File: src/rtl/cb_cfg_pkg.sv
// Select-code constants and parity helper shared by the X-channel connection block.
package cb_cfg_pkg;

    localparam int SEL_ZERO      = 0;
    localparam int SEL_LEFT_BASE = 1;
    localparam int PAR_MAX_W     = 256;

    // Right-side codes start right after the last left-side code.
    function automatic int sel_right_base(input int chan_w);
        return chan_w + SEL_LEFT_BASE;
    endfunction

    function automatic logic odd_parity(input logic [PAR_MAX_W-1:0] v);
        return ^v;
    endfunction

endpackage

File: src/rtl/cbx_cfg_shadow_param_if.sv
// Configuration-chain bundle between a tile's config driver and the connection block.
interface cbx_cfg_shadow_param_if;

    // No valid/ready here: ccff_en qualifies ccff_head for exactly one bit per cycle,
    // ccff_commit is a single-cycle pulse, and the block can never stall the chain.
    logic ccff_head;
    logic ccff_en;
    logic ccff_commit;
    logic ccff_tail;
    logic cfg_valid;
    logic cfg_err;

    modport master (
        output ccff_head, ccff_en, ccff_commit,
        input  ccff_tail, cfg_valid, cfg_err
    );

    modport slave (
        input  ccff_head, ccff_en, ccff_commit,
        output ccff_tail, cfg_valid, cfg_err
    );

endinterface

File: src/rtl/cb_pin_mux.sv
// One outpad pin: decodes a select code over left and right channel tracks.
module cb_pin_mux
    import cb_cfg_pkg::*;
#(
    parameter int CHAN_W = 20,
    parameter int SEL_W  = 6
) (
    input  logic [SEL_W-1:0]  i_sel,
    input  logic              i_en,
    input  logic [CHAN_W-1:0] i_left,
    input  logic [CHAN_W-1:0] i_right,
    output logic              o_pin
);

    // Codes past the last right-side track fall through to the default 0.
    always_comb begin
        o_pin = 1'b0;
        if (i_en && int'(i_sel) != SEL_ZERO) begin
            for (int i = 0; i < CHAN_W; i++) begin
                if (int'(i_sel) == SEL_LEFT_BASE + i) o_pin = i_left[i];
                if (int'(i_sel) == sel_right_base(CHAN_W) + i) o_pin = i_right[i];
            end
        end
    end

endmodule

File: src/rtl/cbx_cfg_shadow_param.sv
// X-channel connection block for the bottom I/O row: serial config shift register,
// parity-checked commit into a shadow register, and per-pin track muxes.
module cbx_cfg_shadow_param
    import cb_cfg_pkg::*;
#(
    parameter int CHAN_W    = 20,
    parameter int NUM_PINS  = 9,
    parameter int SEL_W     = $clog2(2*CHAN_W+1),
    parameter int FRAME_LEN = NUM_PINS*SEL_W+1
) (
    input  logic                             prog_clk,
    input  logic                             pReset,
    cbx_cfg_shadow_param_if.slave            cfg,
    input  logic [CHAN_W-1:0]                chanx_left_in,
    input  logic [CHAN_W-1:0]                chanx_right_in,
    output logic [CHAN_W-1:0]                chanx_left_out,
    output logic [CHAN_W-1:0]                chanx_right_out,
    output logic [NUM_PINS-1:0]              pin_outpad,
    output logic [$clog2(FRAME_LEN+1)-1:0]   dbg_cnt
);

    localparam int PAY_W = NUM_PINS*SEL_W;
    localparam int CNT_W = $clog2(FRAME_LEN+1);

    logic [FRAME_LEN-1:0] r_sr;
    logic [CNT_W-1:0]     r_cnt;
    logic [PAY_W-1:0]     r_shadow;
    logic                 r_valid;
    logic                 r_err;
    logic                 w_good;

    assign w_good = (r_cnt == CNT_W'(FRAME_LEN)) && !odd_parity(PAR_MAX_W'(r_sr));

    // Commit looks at the pre-edge shift register, so a same-cycle shift bit starts the next frame.
    always_ff @(posedge prog_clk) begin
        if (pReset) begin
            r_sr     <= '0;
            r_cnt    <= '0;
            r_shadow <= '0;
            r_valid  <= 1'b0;
            r_err    <= 1'b0;
        end else begin
            if (cfg.ccff_en) r_sr <= {r_sr[FRAME_LEN-2:0], cfg.ccff_head};
            if (cfg.ccff_commit) begin
                r_cnt <= cfg.ccff_en ? CNT_W'(1) : '0;
                if (w_good) begin
                    r_shadow <= r_sr[PAY_W-1:0];
                    r_valid  <= 1'b1;
                    r_err    <= 1'b0;
                end else begin
                    r_err    <= 1'b1;
                end
            end else if (cfg.ccff_en && r_cnt != CNT_W'(FRAME_LEN)) begin
                r_cnt <= r_cnt + CNT_W'(1);
            end
        end
    end

    assign cfg.ccff_tail  = r_sr[FRAME_LEN-1];
    assign cfg.cfg_valid  = r_valid;
    assign cfg.cfg_err    = r_err;
    assign dbg_cnt        = r_cnt;

    assign chanx_left_out  = chanx_right_in;
    assign chanx_right_out = chanx_left_in;

    for (genvar k = 0; k < NUM_PINS; k++) begin : g_pin
        cb_pin_mux #(
            .CHAN_W (CHAN_W),
            .SEL_W  (SEL_W)
        ) u_mux (
            .i_sel   (r_shadow[k*SEL_W +: SEL_W]),
            .i_en    (r_valid),
            .i_left  (chanx_left_in),
            .i_right (chanx_right_in),
            .o_pin   (pin_outpad[k])
        );
    end

endmodule

File: src/flat_wrapper.sv
// flat-port wrapper written by rule: the top's interface ports become plain ports
module cbx_cfg_shadow_param_flat import cb_cfg_pkg::*;
#(
    parameter int CHAN_W    = 20,
    parameter int NUM_PINS  = 9,
    parameter int SEL_W     = $clog2(2*CHAN_W+1),
    parameter int FRAME_LEN = NUM_PINS*SEL_W+1
)
  (prog_clk, pReset, chanx_left_in, chanx_right_in, chanx_left_out, chanx_right_out, pin_outpad, dbg_cnt, cfg_ccff_head, cfg_ccff_en, cfg_ccff_commit, cfg_ccff_tail, cfg_cfg_valid, cfg_cfg_err);
  cbx_cfg_shadow_param_if cfg_i ();
  input  logic prog_clk;
  input  logic pReset;
  input  logic [CHAN_W-1:0] chanx_left_in;
  input  logic [CHAN_W-1:0] chanx_right_in;
  output logic [CHAN_W-1:0] chanx_left_out;
  output logic [CHAN_W-1:0] chanx_right_out;
  output logic [NUM_PINS-1:0] pin_outpad;
  output logic [$clog2(FRAME_LEN+1)-1:0] dbg_cnt;
  input wire logic [$bits(cfg_i.ccff_head)-1:0] cfg_ccff_head;
  input wire logic [$bits(cfg_i.ccff_en)-1:0] cfg_ccff_en;
  input wire logic [$bits(cfg_i.ccff_commit)-1:0] cfg_ccff_commit;
  output wire logic [$bits(cfg_i.ccff_tail)-1:0] cfg_ccff_tail;
  output wire logic [$bits(cfg_i.cfg_valid)-1:0] cfg_cfg_valid;
  output wire logic [$bits(cfg_i.cfg_err)-1:0] cfg_cfg_err;
  assign cfg_i.ccff_head = cfg_ccff_head;
  assign cfg_i.ccff_en = cfg_ccff_en;
  assign cfg_i.ccff_commit = cfg_ccff_commit;
  assign cfg_ccff_tail = cfg_i.ccff_tail;
  assign cfg_cfg_valid = cfg_i.cfg_valid;
  assign cfg_cfg_err = cfg_i.cfg_err;
  cbx_cfg_shadow_param #(.CHAN_W(CHAN_W), .NUM_PINS(NUM_PINS), .SEL_W(SEL_W), .FRAME_LEN(FRAME_LEN)) u_core (.prog_clk(prog_clk), .pReset(pReset), .cfg(cfg_i), .chanx_left_in(chanx_left_in), .chanx_right_in(chanx_right_in), .chanx_left_out(chanx_left_out), .chanx_right_out(chanx_right_out), .pin_outpad(pin_outpad), .dbg_cnt(dbg_cnt));
endmodule
File: config.mk
export PLATFORM = sky130hd
export DESIGN_NAME = cbx_cfg_shadow_param_flat
export DESIGN_NICKNAME = d
export VERILOG_FILES = /design/src/rtl/cb_cfg_pkg.sv /design/src/rtl/cbx_cfg_shadow_param_if.sv /design/src/rtl/cb_pin_mux.sv /design/src/rtl/cbx_cfg_shadow_param.sv /design/src/flat_wrapper.sv
export SDC_FILE = /design/constraint.sdc
export NUM_CORES = 1
export LEC_CHECK = 0
export BUFFER_PORTS_ARGS = -buffer_cell sky130_fd_sc_hd__buf_4
export CORE_UTILIZATION = 30
export DETAILED_ROUTE_END_ITERATION = 6
export SETUP_SLACK_MARGIN = 0.2
export SKIP_LAST_GASP = 1
export SYNTH_ARGS = -nofsm -noshare
export SYNTH_HDL_FRONTEND = slang
export SYNTH_SLANG_ARGS = --single-unit
File: constraint.sdc
create_clock -name prog_clk -period 2.3 [get_ports prog_clk]
set_clock_uncertainty 0.05 [all_clocks]
set_input_delay 0.115 -clock prog_clk [delete_from_list [all_inputs] [get_ports prog_clk]]
set_output_delay 0.115 -clock prog_clk [all_outputs]
set_load 0.02 [all_outputs]
==> flow_summary.yaml <==
run_status:
  outcome: "complete, but fails checks"
  violations: "setup timing"
timing:
  period_share_pct: 121
  grt_setup_unrepaired: "true"
  worst_slew_pin_slew_ns: 0.597
  slew_viol_final: 0
  setup_viol: 65
  worst_slack_ns: -0.490
  slew_headroom_pct: 60.2
  min_period_ns: 2.79
  tns_ns: -18.09
  fmax_mhz: 358
  finalHoldViolations: 0
synthesis:
  synth_compound_area_share_pct: 27.3
  synth_warnings: 0
  synth.avg_cell_area_sq_um: 7.07
  synthFlopType: "dfxtp_1"
  post_synth_num_cell_types: 80
  synth-async-reset-ratio_pct: 0
  synth_top_area_cell: "dfxtp_1"
  synth-edff-count: 0
  syn_area_sq_um: 12000
  synth_top_family_by_area: "simple AND/OR/NAND/NOR gates"
  synth.area.top_cells: "dfxtp_1 (19%), mux2i_1 (10%), nor2_1 (6.9%)"
  yosys.area_share.simple_pct: 27.4
  synthAdderAreaFrac_pct: 0.104
  seq_area_frac_synth_pct: 19.4
  synth-seq-cells: 117
  muxShareOfSynthArea_pct: 11.2
  synth_xor_area_share_pct: 4.29
  synth_nets: 1749
  synth_top_area_share_pct: 19.4
  synth_cells: 1703
setup_path:
  crit_family: "simple AND/OR/NAND/NOR gates"
  timing.critical_path.mode_cell: "buf_4"
  slowest_delay_ns: 0.35
  crit_slowest_cell: "dfxtp_1"
  cp-start-kind: "register"
  end_kind: "primary output"
  ff2ff_setup_slack_ns: -0.32
  crit_path_max_fanout: 5
  worst_ep_arrival_time_ns: 2.62
  critPathKind: "reg2out"
  critical_path_required_ns: 2.13
  cp.buffers_inverters: 2
  crit_chain: "nand2b_1 -> or2_2 -> o21ai_0 -> a2111oi_0 -> nor3_1 -> a41oi_2 -> buf_4 -> buf_4"
clock_tree:
  clockBufferDepth: 2
  clk-insertion-delay-late_ns: 0.43
  cts_root_buf: "clkbuf_16"
  clock_sinks: 117
  clk_pin_slew_ns: 0.06
  cts_tree: "done"
  cts-htree-levels: 4
  cts_buffers: 17
placed_design:
  place.gp.congestion: 0.950
  dpl_worst_slack_ns: -0.409
  place_inst: 2452
  post-dp-hpwl_microns: 38800
  port-buffer-count: 102
global_routing:
  grt_pass1_vias: 13700
  grt_max_degree: 63
  grt_usage_pct: 27.1
  gr-total-overflow: 0
  grt_pass1_wl_microns: 84700
  antenna_found_initial: 0
pwr:
  switchingPower_mw: 1.58
  cellPowerDensity_nw_per_um2: 304
  seqPwrFrac_pct: 38.0
  ir_drop_uv: 425
  combPwrFrac_pct: 13.4
  p_int_mw: 3.71
  clockPowerShare_pct: 48.6
  leakagePower_nw: 6.61
  swShare_pct: 29.9
detailed_routing:
  ant_nets: 0
  routed_wl_microns: 57300
  vias: 15000
  vias_per_cell: 5.91
  avgRoutedWirePerCell_microns: 22.6
  drt_iter0_markers: 1711
  drtPass1Iterations: 7
  drcViolationCount: 0
floorplan:
  core_area_sq_um: 39600
  die_y_microns: 202
  fp-row-count: 73
  dieArea_sq_um: 41000
  initial_utilization_pct: 30.4
  die-width_microns: 202
  io-pin-count: 103
finish:
  syn_to_final_growth_pct: 44.7
  layout-drive-gt1-share_pct: 37.6
  n_antenna_cell: 0
  stdcell_count: 2539
  nNetsFinal: 2047
flow_run:
  maxCapViolations: 0
worst_hold_path:
  min_path_type: "in2reg"
flip-flops by register name, summed over array words and instances (netlist names):
register              count
u_core.cfg.cfg_err        1
u_core.cfg.cfg_valid      1
u_core.dbg_cnt            6
u_core.r_shadow          54
u_core.r_sr              55
power groups by stage:
stage / Clock (mW) / Sequential [mW] / Combinational [mW]
3_5_place_dp: 0 / 2.08 / 0.674
4_1_cts: 2.61 / 2.02 / 0.686
2_1_floorplan: 0 / 2.08 / 0.324
6_report: 2.57 / 2.01 / 0.710
5_1_grt: 2.69 / 2.01 / 0.717
3_3_place_gp: 0 / 2.08 / 0.669
synthesized netlist by cell type (all sizes together) (33+ instances only):
master  count
a21oi      99
a31oi      33
buf        87
clkbuf    135
dfxtp     117
mux2i     125
nand2     101
nand3      38
nor2      223
nor2b      37
nor3       83
o21ai     109
xnor2      45
stage by stage:
stage          power, mW  instance area [sq um]  util (%)  hold slack, ns
6_report            5.29                  17400      44.0           0.115
2_1_floorplan       2.41                  12200         -           0.213
3_3_place_gp        2.75                  15200      38.2           0.318
5_1_grt             5.41                  17400      44.0           0.134
4_1_cts             5.31                  16800      42.3           0.119
3_5_place_dp        2.75                  15200      38.2           0.327
cells by family (layout without fill, tap and decap cells):
kind of cell	after synthesis	count (layout)
compound gates	492	492
fa+ha+maj	1	1
mux	134	134
simple gates	656	656
flops	117	117
xor+xnor	55	55
buf+inv	248	559
layout by cell type (no fill, tap or decap), types with 21 or more instances in the layout:
master,synthesis,routed
o22ai_1,29,27
nand2b_1,32,28
buf_6,1,34
nor2b_1,37,25
dfxtp_2,0,31
inv_1,24,21
dfxtp_1,117,63
o21ai_0,109,88
o211ai_1,21,21
dfxtp_4,0,23
mux2i_1,125,123
nor2_1,223,214
xnor2_1,44,24
nand2_1,101,97
buf_4,50,440
nand3_1,38,34
a21oi_1,99,89
nor3_1,82,72
a31oi_1,33,33
path summary, 6_finish.rpt:
kind	start	end	depth (start not counted)
worst max register to register	u_core.r_sr[45]	u_core.r_shadow[1]	12
worst max-delay path	u_core.r_shadow[23]	pin_outpad[3]	8
worst min-delay path	pReset	u_core.r_sr[36]	2
worst min register to register	u_core.r_shadow[24]	u_core.r_shadow[24]	2
worst register-to-register path: stages, from the launching register on:
cell and delay, ns:
dfxtp_1 0.33, xnor2_2 0.27, xnor2_2 0.16, xnor2_4 0.26
xnor2_1 0.15, buf_4 0.13, xnor3_1 0.29, and3_4 0.23
buf_12 0.14, buf_12 0.13, buf_12 0.13, mux2i_1 0.16
nor2_1 0.07
area by class of cell:
cell class,count,area (sq um)
fillers,3958,22200
multi-input cells,1338,9400
repair buffers,501,4230
flip-flops and latches,117,2470
well taps,525,657
clock buffers,17,425
clock inverters,15,131
inverters,26,109
timing repair:
action,4_1_cts,5_1_grt
endpoints found under the setup margin,65,65
pin swaps,71,54
hold buffers,2,0
endpoints found under the hold margin,6,0
buffers inserted,29,17
cloned,7,0
resized for setup,179,122
per-layer routing:
metal	GRT usage, %	share of wire (%)	up-vias
met2	39.7	42	877
met5	0	0	-
met4	12.3	4.4	0
met3	5.61	10	149
met1	37.7	43	7138
li1	-	-	6842
(Power assumes the default switching activity.)
